### config.mk
export PLATFORM = sky130hd
export DESIGN_NAME = keypad_scanner
export DESIGN_NICKNAME = d
export VERILOG_FILES = /design/src/rtl/keypad_scanner.sv
export SDC_FILE = /design/constraint.sdc
export NUM_CORES = 1
export LEC_CHECK = 0
export CORE_MARGIN = 1.5
export CORE_UTILIZATION = 45
export DETAILED_ROUTE_END_ITERATION = 12
export PLACE_DENSITY_LB_ADDON = 0.08
export SYNTH_ARGS = -nofsm -noshare
export SYNTH_HDL_FRONTEND = slang
export SYNTH_SLANG_ARGS = --single-unit
### constraint.sdc
create_clock -name clk -period 2.6 [get_ports clk]
set_input_delay 0.39 -clock clk [delete_from_list [all_inputs] [get_ports clk]]
set_output_delay 0.39 -clock clk [all_outputs]
set_load 0.005 [all_outputs]
### src/rtl/keypad_scanner.sv
// 4x4 matrix keypad scanner: walks an active-low row strobe, synchronizes the
// columns, debounces press and release, and strobes out a hex key code.
module keypad_scanner #(
   parameter int SCAN_DIV        = 100000,
   parameter int DEBOUNCE_CYCLES = 50000
) (
   input  logic       clk,
   input  logic       reset,
   input  logic [3:0] cols,
   output logic [3:0] rows,
   output logic [3:0] key,
   output logic       key_valid,
   output logic       key_held
);

   localparam int TW = (SCAN_DIV > 1) ? $clog2(SCAN_DIV) : 1;
   localparam int DW = (DEBOUNCE_CYCLES > 1) ? $clog2(DEBOUNCE_CYCLES) : 1;
   localparam logic [TW-1:0] TIMER_LAST   = TW'(SCAN_DIV - 1);
   localparam logic [DW-1:0] PRESS_LAST   = DW'(DEBOUNCE_CYCLES - 1);
   localparam logic [DW-1:0] RELEASE_LAST = DW'(DEBOUNCE_CYCLES - 2);

   typedef enum logic [1:0] {SCAN, DEBOUNCE, HELD, RELEASE} state_t;

   state_t        state_q, state_d;
   logic [3:0]    sync1_q, sync1_d, sync2_q, sync2_d;
   logic [1:0]    idx_q, idx_d;
   logic [1:0]    col_q, col_d;
   logic [TW-1:0] timer_q, timer_d;
   logic [DW-1:0] cnt_q, cnt_d;
   logic [3:0]    rows_q, rows_d;
   logic [3:0]    key_q, key_d;
   logic          key_valid_q, key_valid_d;
   logic          key_held_q, key_held_d;
   logic [3:0]    cs;
   logic [2:0]    low_hit;
   logic          col_match;

   // {valid, column}: valid only when exactly one column is pulled low
   function automatic logic [2:0] one_low(input logic [3:0] c);
      case (c)
         4'b1110: one_low = 3'b100;
         4'b1101: one_low = 3'b101;
         4'b1011: one_low = 3'b110;
         4'b0111: one_low = 3'b111;
         default: one_low = 3'b000;
      endcase
   endfunction

   function automatic logic [3:0] key_map(input logic [1:0] r, input logic [1:0] c);
      case ({r, c})
         4'h0: key_map = 4'h1;  4'h1: key_map = 4'h2;  4'h2: key_map = 4'h3;  4'h3: key_map = 4'hA;
         4'h4: key_map = 4'h4;  4'h5: key_map = 4'h5;  4'h6: key_map = 4'h6;  4'h7: key_map = 4'hB;
         4'h8: key_map = 4'h7;  4'h9: key_map = 4'h8;  4'hA: key_map = 4'h9;  4'hB: key_map = 4'hC;
         4'hC: key_map = 4'hE;  4'hD: key_map = 4'h0;  4'hE: key_map = 4'hF;  default: key_map = 4'hD;
      endcase
   endfunction

   assign cs        = sync2_q;
   assign low_hit   = one_low(cs);
   assign col_match = (cs == ~(4'b0001 << col_q));

   always_comb begin
      state_d     = state_q;
      sync1_d     = cols;
      sync2_d     = sync1_q;
      idx_d       = idx_q;
      col_d       = col_q;
      timer_d     = timer_q;
      cnt_d       = cnt_q;
      key_d       = key_q;
      key_valid_d = 1'b0;
      case (state_q)
         SCAN: begin
            if (timer_q == TIMER_LAST) begin
               if (low_hit[2]) begin
                  state_d = DEBOUNCE;
                  col_d   = low_hit[1:0];
                  cnt_d   = '0;
               end else begin
                  idx_d   = idx_q + 2'd1;
                  timer_d = '0;
               end
            end else begin
               timer_d = timer_q + TW'(1);
            end
         end
         DEBOUNCE: begin
            if (!col_match) begin
               state_d = SCAN;
               idx_d   = idx_q + 2'd1;
               timer_d = '0;
            end else if (cnt_q == PRESS_LAST) begin
               state_d     = HELD;
               key_d       = key_map(idx_q, col_q);
               key_valid_d = 1'b1;
            end else begin
               cnt_d = cnt_q + DW'(1);
            end
         end
         HELD: begin
            if (cs[col_q]) begin
               state_d = RELEASE;
               cnt_d   = '0;
            end
         end
         RELEASE: begin
            // the HELD cycle that first saw the column high counts as sample one
            if (!cs[col_q]) begin
               state_d = HELD;
            end else if (cnt_q == RELEASE_LAST) begin
               state_d = SCAN;
               idx_d   = idx_q + 2'd1;
               timer_d = '0;
            end else begin
               cnt_d = cnt_q + DW'(1);
            end
         end
         default: state_d = SCAN;
      endcase
      key_held_d = (state_d == HELD) || (state_d == RELEASE);
      rows_d     = ~(4'b0001 << idx_d);
   end

   always_ff @(posedge clk) begin
      if (!reset) begin
         state_q     <= SCAN;
         sync1_q     <= 4'b1111;
         sync2_q     <= 4'b1111;
         idx_q       <= 2'd0;
         col_q       <= 2'd0;
         timer_q     <= '0;
         cnt_q       <= '0;
         rows_q      <= 4'b1110;
         key_q       <= 4'h0;
         key_valid_q <= 1'b0;
         key_held_q  <= 1'b0;
      end else begin
         state_q     <= state_d;
         sync1_q     <= sync1_d;
         sync2_q     <= sync2_d;
         idx_q       <= idx_d;
         col_q       <= col_d;
         timer_q     <= timer_d;
         cnt_q       <= cnt_d;
         rows_q      <= rows_d;
         key_q       <= key_d;
         key_valid_q <= key_valid_d;
         key_held_q  <= key_held_d;
      end
   end

   assign rows      = rows_q;
   assign key       = key_q;
   assign key_valid = key_valid_q;
   assign key_held  = key_held_q;

endmodule

; Word level (Yosys, flattened, before mapping)
; Memories as Yosys holds them, arrays and structs flattened. A register that Yosys moved wholly into a read port is not among the register bits.
; Cells that the tools add are included.
[op_classes]
addsub = 3
order_cmp = 1
eq_ne = 23
shifts = 2
n_mux = 32
n_bitwise = 2
n_reduce_logical = 9
[op_table]
columns = op, count
row1 = 2-to-1 mux 16 bit, 7
row2 = 2-to-1 mux 17 bit, 5
row3 = one-hot mux 16 bit (4 select lines), 1
row4 = one-hot mux 17 bit (3 select lines), 1
row5 = "== test 16 bit, second input constant", 2
row6 = 2-to-1 mux 2 bit, 12
row7 = "!= test 2 bit, second input constant", 9
row8 = "adder 17 x 1 -> 17 bit, second input constant", 1
row9 = "== test 17 bit, second input constant", 1
row10 = "adder 16 x 1 -> 16 bit, second input constant", 1
row11 = "== test 4 bit, second input constant", 3
row12 = one-hot mux 3 bit (4 select lines), 1
row13 = AND reduction 3 bit, 3
row14 = "== test 2 bit, second input constant", 4
row15 = NOT 4 bit, 2
row16 = one-hot mux 2 bit (4 select lines), 1
row17 = "<< shifter 1 x 2 -> 4 bit, first input constant", 2
row18 = AND reduction 7 bit, 1
row19 = one-hot mux 2 bit (3 select lines), 1
row20 = AND reduction 5 bit, 1
row21 = "== test 4 x 3 -> 1 bit, second input constant", 1
row22 = == test 4 bit, 1
row23 = "< comparator 2 x 3 -> 1 bit, second input constant", 1
row24 = "!= test 3 bit, second input constant", 1
row25 = other kinds (8), 9
[word_totals]
ff_bits = 53
rom_bits = 64
inputBits = 6
output_inout_bits = 10
elab_cells = 83
memories = 1
[mem_list]
columns = memory, words, width, rd, rd_clocked_by_memory_dff, write_ports, line_no
row1 = (no name shown), 16, 4, 1, 1, 0, 50  ; case ({r, c})

; Logic depth before layout (Yosys ltp)
[logic_depth]
word_depth = 7
ltp_mapped = 10
depth_no_buf = 8

; Worst setup path after synthesis
; OpenSTA, ideal clock, no wires.
[synth_timing]
path_type = register to register
startpoint = register cnt_q[11]
endpoint = register cnt_q[14]
setup_time_ns = 0.121
t_arrival_ns = 2.264
t_required_ns = 2.479
setup_slack_ns = 0.215
stages_incl_launch_ff = 7
n_path_buf = 0
period_less_slack_ns = 2.385
cell_sequence = dfxtp_1 > or4b_4 > or4_4 > nor3b_4 > o31ai_4 > nor2_2 > mux2_4
[synth_between]
elab_chain_len = 4
word_cells_on_any_way = 11
classes_between = add/sub (1) / eq/ne (4) / mux (5) / reduce/logical (1)
[synth_lines]
columns = item, line_no
row1 = start: declaration, 29  ; logic [DW-1:0] cnt_q, cnt_d;
row2 = start signal: assignment, 144  ; cnt_q <= cnt_d;
row3 = adder 16 x 1 -> 16 bit, "97, 115"
row4 = 2-to-1 mux 16 bit (on tied branches), "110, 92"
row5 = 2-to-1 mux 16 bit (on tied branches), "108, 88"
row6 = one-hot mux 16 bit (4 select lines), 72  ; case (state_q)
; Parallel ways exist; a longest one is shown, timed or not. The select of a mux whose other input is x is not followed.
; A chain may end at the register's enable or synchronous reset.

; Final worst setup path
[layout_timing]
startpoint = register cnt_q[5]
endpoint = register cnt_q[14]
; The elaborated chain is that of the path after synthesis.

==> out/qor.yml <==
place_hpwl_um: 4360
synth_common_cells: "dfxtp_1, nand2_1, a21oi_1"
vias_per_cell: 5.72
slew_headroom: 0.588
clk_path_buf_depth: 2
areaGrowthSynthToFinish_pct: 16.4
path_cells: "or4b_1 > or4_4 > nor3b_4 > o31ai_4 > nor2_2 > mux2_4"
min_period_ns: 2.54
drtIter0Drc: 113
syn_nets: 349
setup_viol_count_final: 0
clock_sinks: 56
core_area_um2: 6390
ys_warn_count: 0
tightest_slew_ns: 0.618
yosys_register_bits: 56
crit_family: "simple AND/OR/NAND/NOR gates"
p_per_area_nw_per_um2: 454
layout_setup_ws_ns: 0.0553
grt_pass1_vias: 2326
antenna_found_initial: 0
place_ws_ns: 0.00378
irDropWorstVdd_mv: 0.354
avgRoutedWirePerCell_um: 14.6
ff2ff_setup_slack_ns: 0.06
grt_usage: 0.184
r2r.worst_path.cells: 6
holdPathStages: 1
rsz0062_at_grt: "true"
drv_cap: 0
dp_cells: 431
grt_start_max_net_pins: 40
synth.avg_cell_area_um2: 8.96
arrival_ns: 2.74
critPathCaptureType: "flop"
diodes: 0
r2r_end: "cnt_q[14]$_SDFFE_PN0P_"
fin_crit_sh: 0.979
place.gp.congestion: 0.824
r2r_start: "cnt_q[5]$_SDFFE_PN0P_"
fin_skew_ns: 0.00981
fmaxAchievable_mhz: 393
wl_um: 6400
hold_violations: 0
synth_top_area_frac: 0.373
fin_cells: 439
yosysTopAreaCell: "dfxtp_1"
p_leak_nw: 1.18
clockRootBuffer: "clkbuf_8"
final_nets: 376
path_clk_slew_ns: 0.10
final_layout_size_suffix_gt1_frac: 0.146
syn_area_um2: 3000
cts_buffers: 5
synth_flop_cell: "dfxtp_1"
critical_path.startpoint_type: "flop"
min_to: "cs[3]$_SDFF_PN1_"
cpPeakStageDelay_ns: 0.60
ys_types: 63
total_power_w: 0.00159
drc: 0
grt_first_pass_wirelength_um: 11000
dieArea_um2: 7170
ys_top_cells_by_area: "dfxtp_1, a21oi_1, nand2_1, ha_1, nand3_1"
start_util: 0.470
cp.buffers_inverters: 0
seq_area_frac_synth: 0.373
cp_data_required_time_ns: 2.80
overflow: 0
synth_edf_count: 0
hold_start: "sync1_q[3]$_SDFF_PN1_"
slowest_stage: "or4b_1"
num_rows: 29
yosysMostFrequentCell: "dfxtp_1"
cts_tree: "done"
vias: 2512
final_antenna_net_count: 0
status: "finished, final reports clean"
post_cts_buffers: 0
cp_max_fo: 8
h-tree-depth: 2
ioPinCount: 16
die-height_um: 84.7
drt_pre_antenna_iters: 4
io_buffers: 15
synthCells: 335
insertion_delay_ns: 0.31
synthArstFlopShare: 0
hold_class: "reg -> reg"
die_w_um: 84.7
critPathKind: "reg -> reg"
slew_violations: 0
-- registers in the layout (all words and copies together) (netlist names), named ones only --
| register | count |
|---|---|
| cnt_q | 16 |
| col_q | 2 |
| cs | 4 |
| idx_q | 2 |
| key | 4 |
| key_valid | 1 |
| rows | 4 |
| sync1_q | 4 |
| timer_q | 17 |
-- logic make-up (layout without fill, tap and decap cells) --
family                   count (synthesis)  in the layout  share of synthesized area
AND/OR/NAND/NOR                        147            147                      0.304
AO/OA/AOI/OAI                           74             75                      0.172
flip-flops                              56             56                      0.373
buffers and inverters                   30             56                     0.0446
XOR/XNOR                                10             10                     0.0292
multiplexers                            10             10                     0.0433
adder cells (fa/ha/maj)                  8              8                     0.0333
-- power by group --
group	internal, W	leakage [nW]	switching, W
logic	0.0000246	0.659	0.0000285
clock network	0.000379	0.0642	0.000278
registers	0.000867	0.454	0.00000923
total	0.00127	1.18	0.000316
-- metal layers --
layer | part of all wire | track usage | wire length, um | vias up
li1 | - | - | - | 1276
met1 | 0.52 | 0.265 | 3340 | 1193
met2 | 0.44 | 0.291 | 2820 | 37
met3 | 0.027 | 0.0295 | 174 | 6
met4 | 0.0092 | 0.0440 | 59 | 0
met5 | 0 | 0 | 0 | -
-- worst max-delay path by stage --
stage,from,to,cells past startpoint
detailed placement,cnt_q[5]$_SDFFE_PN0P_,cnt_q[6]$_SDFFE_PN0P_,7
finish,cnt_q[5]$_SDFFE_PN0P_,cnt_q[14]$_SDFFE_PN0P_,6
global placement,cnt_q[5]$_SDFFE_PN0P_,cnt_q[6]$_SDFFE_PN0P_,7
floorplan,cnt_q[11]$_SDFFE_PN0P_,cnt_q[14]$_SDFFE_PN0P_,6
global route,cnt_q[7]$_SDFFE_PN0P_,cnt_q[14]$_SDFFE_PN0P_,6
CTS,timer_q[0]$_SDFFE_PN0P_,cnt_q[15]$_SDFFE_PN0P_,8
-- metrics by stage --
stage / util / instance area, um2 / hold WS [ns] / TNS [ns]
4_1_cts: 0.540 / 3450 / 0.417 / 0
3_5_place_dp: 0.520 / 3320 / 0.392 / 0
2_1_floorplan: - / 3000 / 0.386 / 0
6_report: 0.547 / 3490 / 0.415 / 0
3_3_place_gp: 0.520 / 3320 / 0.391 / -0.00884
5_1_grt: 0.547 / 3490 / 0.438 / -0.00274
-- cells in the final DEF (no fill, tap or decap), types with 2 or more instances in the layout --
master            n
dfxtp_1          55
nand2b_1         13
ha_1              8
o21ai_0          15
a21oi_1          25
nor2b_1          11
and4_1            3
o22ai_1           9
xnor2_1           2
clkdlybuf4s50_1  14
or3_1            10
o32ai_1           2
and2_1            5
o311ai_4          2
xor2_1            8
o21ai_1           3
bufinv_16         2
nand3_1          17
nor3b_1           2
nand4_1           3
inv_1            12
nor4b_2           2
o211ai_1          4
nor2_1           14
nand2_1          28
and3_1            7
mux2i_1           7
buf_4            21
mux4_2            2
clkbuf_8          5
nor4bb_1          4
nand3b_1          5
nand4b_1          5
or3b_2            3
-- layout make-up --
cell class,count,area [um2]
fill,610,2890
multi-input combinational,250,1790
sequential,56,1120
timing repair buffer,37,314
tap,77,96.3
clock buffer,5,68.8
clock inverter,2,60.1
inverter,12,45.0
-- what timing repair did --
item,4_1_cts,5_1_grt
gates cloned,0,1
endpoints found under the hold margin,0,0
setup endpoints to repair,1,8
hold buffers,0,0
pin swaps,0,2
gates resized for setup,1,5
Power figures use the tool's default switching activity.
